--- config.mk ---
export PLATFORM = sky130hd
export DESIGN_NAME = decodificador_bcd_barrido_flat
export DESIGN_NICKNAME = d
export VERILOG_FILES = /design/src/rtl/decodificador_bcd_barrido_if.sv /design/src/rtl/decodificador_bcd_barrido.sv /design/src/flat_wrapper.sv
export SDC_FILE = /design/constraint.sdc
export NUM_CORES = 1
export LEC_CHECK = 0
export BUFFER_PORTS_ARGS = -buffer_cell sky130_fd_sc_hd__buf_2
export CORE_UTILIZATION = 50
export DETAILED_ROUTE_END_ITERATION = 7
export PLACE_DENSITY = 0.74
export REMOVE_ABC_BUFFERS = 1
export SLEW_MARGIN = 20
export SYNTH_ARGS = -nofsm -noshare
export SYNTH_HDL_FRONTEND = slang
export SYNTH_SLANG_ARGS = --single-unit
--- constraint.sdc ---
create_clock -name clk -period 2.1 [get_ports clk]
set_input_delay 0.315 -clock clk [delete_from_list [all_inputs] [get_ports clk]]
set_output_delay 0.315 -clock clk [all_outputs]
set_load 0.05 [all_outputs]
--- src/rtl/decodificador_bcd_barrido_if.sv ---
// Handshake and display bus of the BCD scan decoder: a BCD source (master) feeds
// digits with valid/ready; the decoder (slave) drives the multiplexed display lines.
interface decodificador_bcd_barrido_if #(
  parameter int DIGITS = 4
);
  logic [3:0]        bcd_in;
  logic              bcd_valid;
  logic              bcd_ready;
  logic [9:0]        dec;
  logic [DIGITS-1:0] dig_sel;
  logic              frame_done;
  logic              err;

  modport master (
    output bcd_in, bcd_valid,
    input  bcd_ready, dec, dig_sel, frame_done, err
  );

  modport slave (
    input  bcd_in, bcd_valid,
    output bcd_ready, dec, dig_sel, frame_done, err
  );
endinterface

--- src/rtl/decodificador_bcd_barrido.sv ---
// Loads a frame of DIGITS BCD codes, then replays it as one-hot decimal lines, one digit per
// SCAN_DIV-cycle slot. Define DECOD_ERR_EN to build the sticky invalid-code flag on err.
module decodificador_bcd_barrido #(
  parameter int DIGITS   = 4,
  parameter int SCAN_DIV = 4
) (
  input logic                        clk,
  input logic                        reset,
  decodificador_bcd_barrido_if.slave bus
);
  localparam int IW = (DIGITS > 2) ? $clog2(DIGITS) : 1;
  localparam int CW = (SCAN_DIV > 1) ? $clog2(SCAN_DIV) : 1;
  localparam logic [IW-1:0] LAST_IDX  = IW'(DIGITS - 1);
  localparam logic [CW-1:0] LAST_SLOT = CW'(SCAN_DIV - 1);

  typedef enum logic {CARGA, BARRIDO} state_t;

  state_t            state, state_n;
  logic [IW-1:0]     wr_idx, wr_idx_n;
  logic [IW-1:0]     scan_idx, scan_idx_n;
  logic [CW-1:0]     slot_cnt, slot_cnt_n;
  logic [3:0]        buffer [DIGITS];
  logic              buf_we;
  logic              bcd_ready, bcd_ready_n;
  logic [9:0]        dec, dec_n;
  logic [DIGITS-1:0] dig_sel, dig_sel_n;
  logic              frame_done, frame_done_n;
  logic              show;
  logic [IW-1:0]     show_idx;
  logic [3:0]        show_code;

  // Codes 10..15 light no line; 15 is the encoder's legitimate blank code.
  function automatic logic [9:0] decode(input logic [3:0] code);
    logic [9:0] lines;
    lines = '0;
    if (code <= 4'd9) lines[code] = 1'b1;
    return lines;
  endfunction

  assign show_code = buffer[show_idx];

  // Next-state logic; "show" marks the edge that puts a new digit on the display.
  always_comb begin
    state_n      = state;
    wr_idx_n     = wr_idx;
    scan_idx_n   = scan_idx;
    slot_cnt_n   = slot_cnt;
    bcd_ready_n  = bcd_ready;
    dec_n        = dec;
    dig_sel_n    = dig_sel;
    frame_done_n = 1'b0;
    buf_we       = 1'b0;
    show         = 1'b0;
    show_idx     = '0;
    case (state)
      CARGA: begin
        if (bus.bcd_valid && bcd_ready) begin
          buf_we = 1'b1;
          if (wr_idx == LAST_IDX) begin
            wr_idx_n    = '0;
            state_n     = BARRIDO;
            bcd_ready_n = 1'b0;
            scan_idx_n  = '0;
            slot_cnt_n  = '0;
            show        = 1'b1;
          end else begin
            wr_idx_n = wr_idx + 1'b1;
          end
        end
      end
      BARRIDO: begin
        if (slot_cnt == LAST_SLOT) begin
          slot_cnt_n = '0;
          if (scan_idx == LAST_IDX) begin
            state_n      = CARGA;
            bcd_ready_n  = 1'b1;
            dec_n        = '0;
            dig_sel_n    = '0;
            frame_done_n = 1'b1;
            scan_idx_n   = '0;
          end else begin
            scan_idx_n = scan_idx + 1'b1;
            show       = 1'b1;
            show_idx   = scan_idx + 1'b1;
          end
        end else begin
          slot_cnt_n = slot_cnt + 1'b1;
        end
      end
      default: begin
        state_n = CARGA;
      end
    endcase
    if (show) begin
      dec_n     = decode(show_code);
      dig_sel_n = DIGITS'(1) << show_idx;
    end
  end

  always_ff @(posedge clk or posedge reset) begin
    if (reset) begin
      state      <= CARGA;
      wr_idx     <= '0;
      scan_idx   <= '0;
      slot_cnt   <= '0;
      bcd_ready  <= 1'b1;
      dec        <= '0;
      dig_sel    <= '0;
      frame_done <= 1'b0;
    end else begin
      state      <= state_n;
      wr_idx     <= wr_idx_n;
      scan_idx   <= scan_idx_n;
      slot_cnt   <= slot_cnt_n;
      bcd_ready  <= bcd_ready_n;
      dec        <= dec_n;
      dig_sel    <= dig_sel_n;
      frame_done <= frame_done_n;
    end
  end

  // Frame storage needs no reset: every slot is rewritten before it is scanned.
  always_ff @(posedge clk) begin
    if (buf_we) buffer[wr_idx] <= bus.bcd_in;
  end

  assign bus.bcd_ready  = bcd_ready;
  assign bus.dec        = dec;
  assign bus.dig_sel    = dig_sel;
  assign bus.frame_done = frame_done;

`ifdef DECOD_ERR_EN
  logic err, err_n;

  // Codes are checked only when shown, so a bad code flags once per presentation edge.
  always_comb begin
    err_n = err;
    if (show && (show_code >= 4'd10) && (show_code != 4'hF)) err_n = 1'b1;
  end

  always_ff @(posedge clk or posedge reset) begin
    if (reset) err <= 1'b0;
    else       err <= err_n;
  end

  assign bus.err = err;
`else
  assign bus.err = 1'b0;
`endif

  a_dec_onehot0 : assert property (@(posedge clk) disable iff (reset) $onehot0(dec));
  a_sel_scan    : assert property (@(posedge clk) disable iff (reset)
                                   (state == BARRIDO) |-> $onehot(dig_sel));
  a_sel_load    : assert property (@(posedge clk) disable iff (reset)
                                   (state == CARGA) |-> (dig_sel == '0));
endmodule

--- src/flat_wrapper.sv ---
// flat-port wrapper written by rule: the top's interface ports become plain ports
module decodificador_bcd_barrido_flat 
#(
  parameter int DIGITS   = 4,
  parameter int SCAN_DIV = 4
)
  (clk, reset, bus_bcd_in, bus_bcd_valid, bus_bcd_ready, bus_dec, bus_dig_sel, bus_frame_done, bus_err);
  decodificador_bcd_barrido_if #(.DIGITS(DIGITS)) bus_i ();
  input logic clk;
  input logic reset;
  input wire logic [$bits(bus_i.bcd_in)-1:0] bus_bcd_in;
  input wire logic [$bits(bus_i.bcd_valid)-1:0] bus_bcd_valid;
  output wire logic [$bits(bus_i.bcd_ready)-1:0] bus_bcd_ready;
  output wire logic [$bits(bus_i.dec)-1:0] bus_dec;
  output wire logic [$bits(bus_i.dig_sel)-1:0] bus_dig_sel;
  output wire logic [$bits(bus_i.frame_done)-1:0] bus_frame_done;
  output wire logic [$bits(bus_i.err)-1:0] bus_err;
  assign bus_i.bcd_in = bus_bcd_in;
  assign bus_i.bcd_valid = bus_bcd_valid;
  assign bus_bcd_ready = bus_i.bcd_ready;
  assign bus_dec = bus_i.dec;
  assign bus_dig_sel = bus_i.dig_sel;
  assign bus_frame_done = bus_i.frame_done;
  assign bus_err = bus_i.err;
  decodificador_bcd_barrido #(.DIGITS(DIGITS), .SCAN_DIV(SCAN_DIV)) u_core (.clk(clk), .reset(reset), .bus(bus_i));
endmodule
==> results of run 1 <==
-- Yosys cell counts, types with 2 or more instances --
cell / number / share of area
o32a_1: 2 / 0.012
buf_2: 4 / 0.012
a21oi_1: 3 / 0.0087
edfxtp_1: 16 / 0.28
dfrtp_1: 22 / 0.32
and2_1: 3 / 0.011
o41ai_1: 10 / 0.051
clkbuf_1: 2 / 0.0044
nand4_1: 2 / 0.0073
nand3_1: 4 / 0.012
ha_1: 6 / 0.044
o221ai_1: 2 / 0.010
nand2_1: 22 / 0.048
inv_1: 6 / 0.013
a22o_1: 2 / 0.010
o21ai_0: 8 / 0.023
nor2_1: 3 / 0.0065
a32o_1: 2 / 0.012
-- flip-flops by register name, summed over array words and instances (netlist names) --
register / flops
u_core.bus.frame_done: 1
u_core.bus.dig_sel: 4
u_core.buffer: 16
u_core.bus.dec: 10
u_core.slot_cnt: 2
u_core.state: 1
u_core.bus.bcd_ready: 1
u_core.wr_idx: 2
u_core.scan_idx: 2
-- layout make-up --
class | instances | area, um2
multi-input cells | 88 | 678
clock buffers | 5 | 37.5
clock inverters | 3 | 38.8
well taps | 44 | 55.1
flip-flops and latches | 39 | 1060
inverters | 6 | 22.5
repair buffers | 31 | 178
fillers | 238 | 1090
-- kinds of logic after synthesis --
family | after synthesis
adders and majority gates | 6
buffers and inverters | 13
AOI/OAI and AO/OA | 38
other | 1
and+or+nand+nor | 43
DFF | 39
-- final timing paths --
path / from / depth (start not counted) / to / slack (ns)
max: u_core.scan_idx[0]$_DFFE_PP0P_ / 5 / u_core.bus.dec[3]$_DFFE_PP0P_ / 0.05
min: reset / 2 / u_core.bus.dec[7]$_DFFE_PP0P_ / 0.10
max reg2reg: u_core.scan_idx[0]$_DFFE_PP0P_ / 5 / u_core.bus.dec[3]$_DFFE_PP0P_ / 0.05
min reg2reg: u_core.bus.dec[0]$_DFFE_PP0P_ / 2 / u_core.bus.dec[0]$_DFFE_PP0P_ / 0.49
max in group asynchronous: reset / 2 / u_core.bus.frame_done$_DFF_PP0_ / 1.47
min in group clk: bus_bcd_in[1] / 1 / u_core.buffer[1][1]$_DFFE_PP_ / 0.17
-- worst register-to-register path: cells and delay by family, from the launching register on --
kind,cells,cell delay [ns]
AO/OA/AOI/OAI,3,0.92
buffers and inverters,1,0.18
flip-flops,1,0.43
AND/OR/NAND/NOR,1,0.41
-- routing by layer --
metal / routed length (um) / part of all wire / global-route usage / vias to the layer above
met2: 1850 / 0.49 / 0.347 / 45
li1: - / - / - / 596
met5: 0 / 0 / 0 / -
met1: 1670 / 0.44 / 0.303 / 613
met3: 193 / 0.051 / 0.0768 / 11
met4: 94 / 0.025 / 0.123 / 0
-- per-stage QoR --
stage | setup TNS, ns | setup slack (ns) | total power [W]
after detailed placement | 0 | 0.00817 | 0.00266
after floorplan | 0 | 0.0708 | 0.00224
after CTS | 0 | 0.0214 | 0.00316
after global placement | 0 | 0.0468 | 0.00261
final | 0 | 0.0543 | 0.00331
after global routing | -0.0407 | -0.0407 | 0.00350
-- where the power goes --
part | total (W) | internal (W) | switching (W) | leakage, nW
Sequential | 0.00116 | 0.00102 | 0.000146 | 0.442
Clock | 0.000491 | 0.000245 | 0.000247 | 0.0426
Combinational | 0.00166 | 0.000532 | 0.00112 | 0.442
-- repair_timing --
item                       4_1_cts  5_1_grt
setup endpoints to repair        4       10
pin swaps                        1        1
resized for setup                0       14
buffers inserted                 1        0
==> qor.txt, run 1 <==
Top FF cell, synth -> dfrtp_1
Synth Instances -> 140
Adder-Cell Fraction of Synth Area -> 0.0436
Dpl cells -> 207
Clock sink total -> 39
Status -> finished, final reports clean
Ys async rst share -> 0.590
WP data arrival -> 2.30 ns
Fraction of layout cells with a size suffix above 1 -> 0.314
CP delay by family, top -> compound AO/OA/AOI/OAI gates
Die Span X -> 60.7 um
CTS Hold Bufs -> 0
Type of the worst setup path -> reg2reg
CTS tree -> built
Pleak -> 0.927 nW
Fin util -> 0.656
Placement Cell Area -> 0.00191 mm2
Clock buffer count from CTS -> 5
Worst Path Buf+Inv -> 1
Initial Util -> 0.546
Worst Hold Class -> in2async
Clock period minus worst slack -> 2.05 ns
Yosys warnings -> 0
Vias in the first global route -> 1,213
Worst setup EP type -> flop
Port Buffers -> 22
HPWL after DPL -> 2490 um
Slew Limit Fails -> 0
Final hold viol count -> 0
Initial DRC count -> 72
Critical Path Source Type -> flop
Average wire per standard cell -> 17.6 um
Cell Rows -> 20
Most frequent cells in the layout -> nand2_1 (22), buf_2 (22), dfrtp_1 (22)
Overall Global Routing Usage -> 0.233
XOR/XNOR Fraction of Synth Area -> 0
H-tree Lvls -> 2
Highest clock rate -> 0.489 GHz
Final hold slack -> 0.101 ns
Ports -> 24
Compound-Gate Fraction of Synth Area -> 0.182
Final setup violation count -> 0
Slowest-stage cell, CP -> dfrtp_1
Critical Path, Cell by Cell -> buf_4 -> or3b_4 -> o32a_1 -> o221a_4 -> o41ai_1
Slowest stage delay, CP -> 0.43 ns
Remaining antenna violation count -> 0
Root Driver -> clkbuf_4
Cell area after layout -> 0.00207 mm2
Grt total ovfl -> 0
Post-synth cell types -> 39
Area Growth Syn to Fin -> 20.1%
Max VDD drop -> 0.605 mV
Nets -> 184
Die height -> 60.7 um
Clk_skew -> 0.0118 ns
Post-Synthesis Cell Area -> 0.00172 mm2
EDFF count, synth -> 16
Post-route DRC violation count -> 0
Slew HR -> 0.438
Clock transition at the registers of the reported paths -> 0.12 ns
Seq/Total Area, Yosys -> 0.614
Largest family of logic cells by synthesized area -> compound AO/OA/AOI/OAI gates
Max Cap Viol -> 0
Via count -> 1,265
Cell Pwr Density -> 1600 mW/mm2
Largest net degree at the start of global routing -> 24
Routability cong. -> 0.976
Simple-Gate Fraction of Synth Area -> 0.124
CP max FO -> 8
Drt via density -> 5.86
Final WL -> 3810 um
Part of the cycle the worst path needs -> 0.974
Initial antenna violation count -> 0
Syn Area/Cell -> 12.3 um2
Core region area -> 0.00315 mm2
Post-synthesis mux area share -> 0
Register bit total from synthesis -> 39
Cell Count, Final, Fillers Out -> 216
Longest Clk Path Bufs -> 2
Worst Path Required -> 2.36 ns
1st-pass router iterations -> 4
Clock latency on the worst-skew pair -> 0.36 ns
Die area -> 0.00368 mm2
# diodes -> 0
Least-Margin Pin Slew -> 0.841 ns
Global-route wire length before repair -> 5950 um
Power figures use the tool's default switching activity.
==> run 2: changes to the inputs <==
Settings changed: CORE_UTILIZATION 50 to 47, PLACE_DENSITY 0.74 to 0.7.
==> run 2 against run 1 <==
Net effect: clock skew shrank 0.0014 ns; non-clock buffer count grew 1; fmax grew 1.4%; critical path type unchanged; largest cell class unchanged.
==> qor.txt, run 2 (synthesis results as in run 1) <==
Final setup violation count -> 0
Slowest-stage cell, CP -> dfrtp_1
Grt total ovfl -> 0
Critical Path, Cell by Cell -> ha_2 -> or3b_4 -> o32a_1 -> o221a_4 -> o41ai_1
Die area -> 0.00391 mm2
Initial antenna violation count -> 0
Worst Hold Class -> in2reg
Clock latency on the worst-skew pair -> 0.34 ns
Largest net degree at the start of global routing -> 24
Port Buffers -> 22
Biggest regs -> u_core.buffer: 16 flops, u_core.bus.dec: 10 flops, u_core.bus.dig_sel: 4 flops
Total power -> 0.00338 W
Part of the cycle the worst path needs -> 0.961
Most frequent cells in the layout -> nand2_1 (22), buf_2 (22), dfrtp_1 (22)
Nets -> 185
Clock sink total -> 39
Global-route wire length before repair -> 5460 um
Highest clock rate -> 0.496 GHz
Slowest stage delay, CP -> 0.41 ns
Status -> finished, final reports clean
Initial Util -> 0.504
Drt via density -> 5.62
Type of the worst setup path -> reg2reg
Cell Rows -> 21
Post-route DRC violation count -> 0
Slew Limit Fails -> 0
Max VDD drop -> 0.543 mV
Max Cap Viol -> 0
WP data arrival -> 2.26 ns
Initial DRC count -> 41
Area Growth Syn to Fin -> 22.7%
Most flop-heavy register -> u_core.buffer
Clk_skew -> 0.0104 ns
Remaining antenna violation count -> 0
Clock buffer count from CTS -> 5
Core region area -> 0.00342 mm2
CTS tree -> built
Final hold viol count -> 0
CP max FO -> 8
CP delay by family, top -> compound AO/OA/AOI/OAI gates
Via count -> 1,230
Vias in the first global route -> 1,177
Number of flip-flops in the largest register -> 16
Critical Path Source Type -> flop
Fraction of layout cells with a size suffix above 1 -> 0.329
Cell Count, Final, Fillers Out -> 219
Dpl cells -> 209
Die height -> 62.5 um
Final WL -> 3300 um
Fin Setup TNS -> 0 ns
HPWL after DPL -> 2420 um
Clock transition at the registers of the reported paths -> 0.12 ns
Ports -> 24
Die Span X -> 62.5 um
Root Driver -> clkbuf_4
H-tree Lvls -> 2
Pleak -> 0.950 nW
Cell Pwr Density -> 1600 mW/mm2
Worst setup EP type -> flop
Worst Path Buf+Inv -> 0
Average wire per standard cell -> 15.1 um
Longest Clk Path Bufs -> 2
Routability cong. -> 0.914
Clock period minus worst slack -> 2.02 ns
Worst Path Required -> 2.35 ns
1st-pass router iterations -> 4
Overall Global Routing Usage -> 0.182
# diodes -> 0
run 2: cell count changes in the layout (fill, tap and decap cells not counted), sizes merged:
cell         before  now
bufinv            1    2
clkinv            2    0
clkinvlp          0    1
dlygate4sd3       0    1
run 2: final cells by class:
| type | instances | area [um2] |
|---|---|---|
| Clock buffer | 5 | 37.5 |
| Clock inverter | 3 | 67.6 |
| Fill cell | 275 | 1300 |
| Inverter | 6 | 22.5 |
| Multi-Input combinational cell | 88 | 683 |
| Sequential cell | 39 | 1060 |
| Tap cell | 46 | 57.6 |
| Timing Repair Buffer | 32 | 188 |
run 2: final timing paths:
kind                                                     start                          endpoint  slack [ns]  cells after the start
min in group asynchronous                                reset    u_core.slot_cnt[0]$_DFFE_PP0P_        0.53                      4
max in group asynchronous                                reset  u_core.bus.bcd_ready$_DFFE_PP1P_        1.29                      4
worst max register to register  u_core.scan_idx[0]$_DFFE_PP0P_     u_core.bus.dec[1]$_DFFE_PP0P_        0.08                      5
worst min register to register   u_core.bus.dec[0]$_DFFE_PP0P_     u_core.bus.dec[0]$_DFFE_PP0P_        0.49                      2
worst min-delay path                             bus_bcd_in[2]     u_core.buffer[3][2]$_DFFE_PP_        0.18                      1
worst max-delay path            u_core.scan_idx[0]$_DFFE_PP0P_     u_core.bus.dec[1]$_DFFE_PP0P_        0.08                      5
run 2: worst register-to-register path: stages (launching register included):
cell     delay, ns
dfrtp_1       0.41
ha_2          0.22
or3b_4        0.39
o32a_1        0.38
o221a_4       0.18
o41ai_1       0.35
run 2: repair_timing:
| action | CTS | global route |
|---|---|---|
| setup endpoints to repair | 1 | 10 |
| buffers inserted | 1 | 0 |
| pin swaps | 1 | 0 |
| endpoints found under the hold margin | 22 | 0 |
| hold buffers | 1 | 0 |
| gates resized for setup | 1 | 14 |
run 2: layer usage:
layer  vias up  track usage  wire (um)
met4         0       0.0640         48
met5         -            0          0
met2        24        0.283       1590
li1        595            -          -
met3         7       0.0420        108
met1       604        0.250       1550
run 2: through the flow:
step,util,worst slack [ns],hold slack (ns),cell area (um2)
after floorplan,-,0.0708,0.316,1690
after global placement,0.560,0.0954,0.361,1910
after detailed placement,0.560,-0.0559,0.366,1910
after CTS,0.599,0.00143,0.163,2040
after global routing,0.619,-0.0184,0.160,2110
final,0.619,0.0827,0.178,2110
run 2: report_power, final:
part           switching, W  internal (W)  leakage, nW
registers          0.000149       0.00102        0.442
logic               0.00108      0.000519        0.456
clock network      0.000245      0.000370       0.0514
total               0.00147       0.00190        0.950
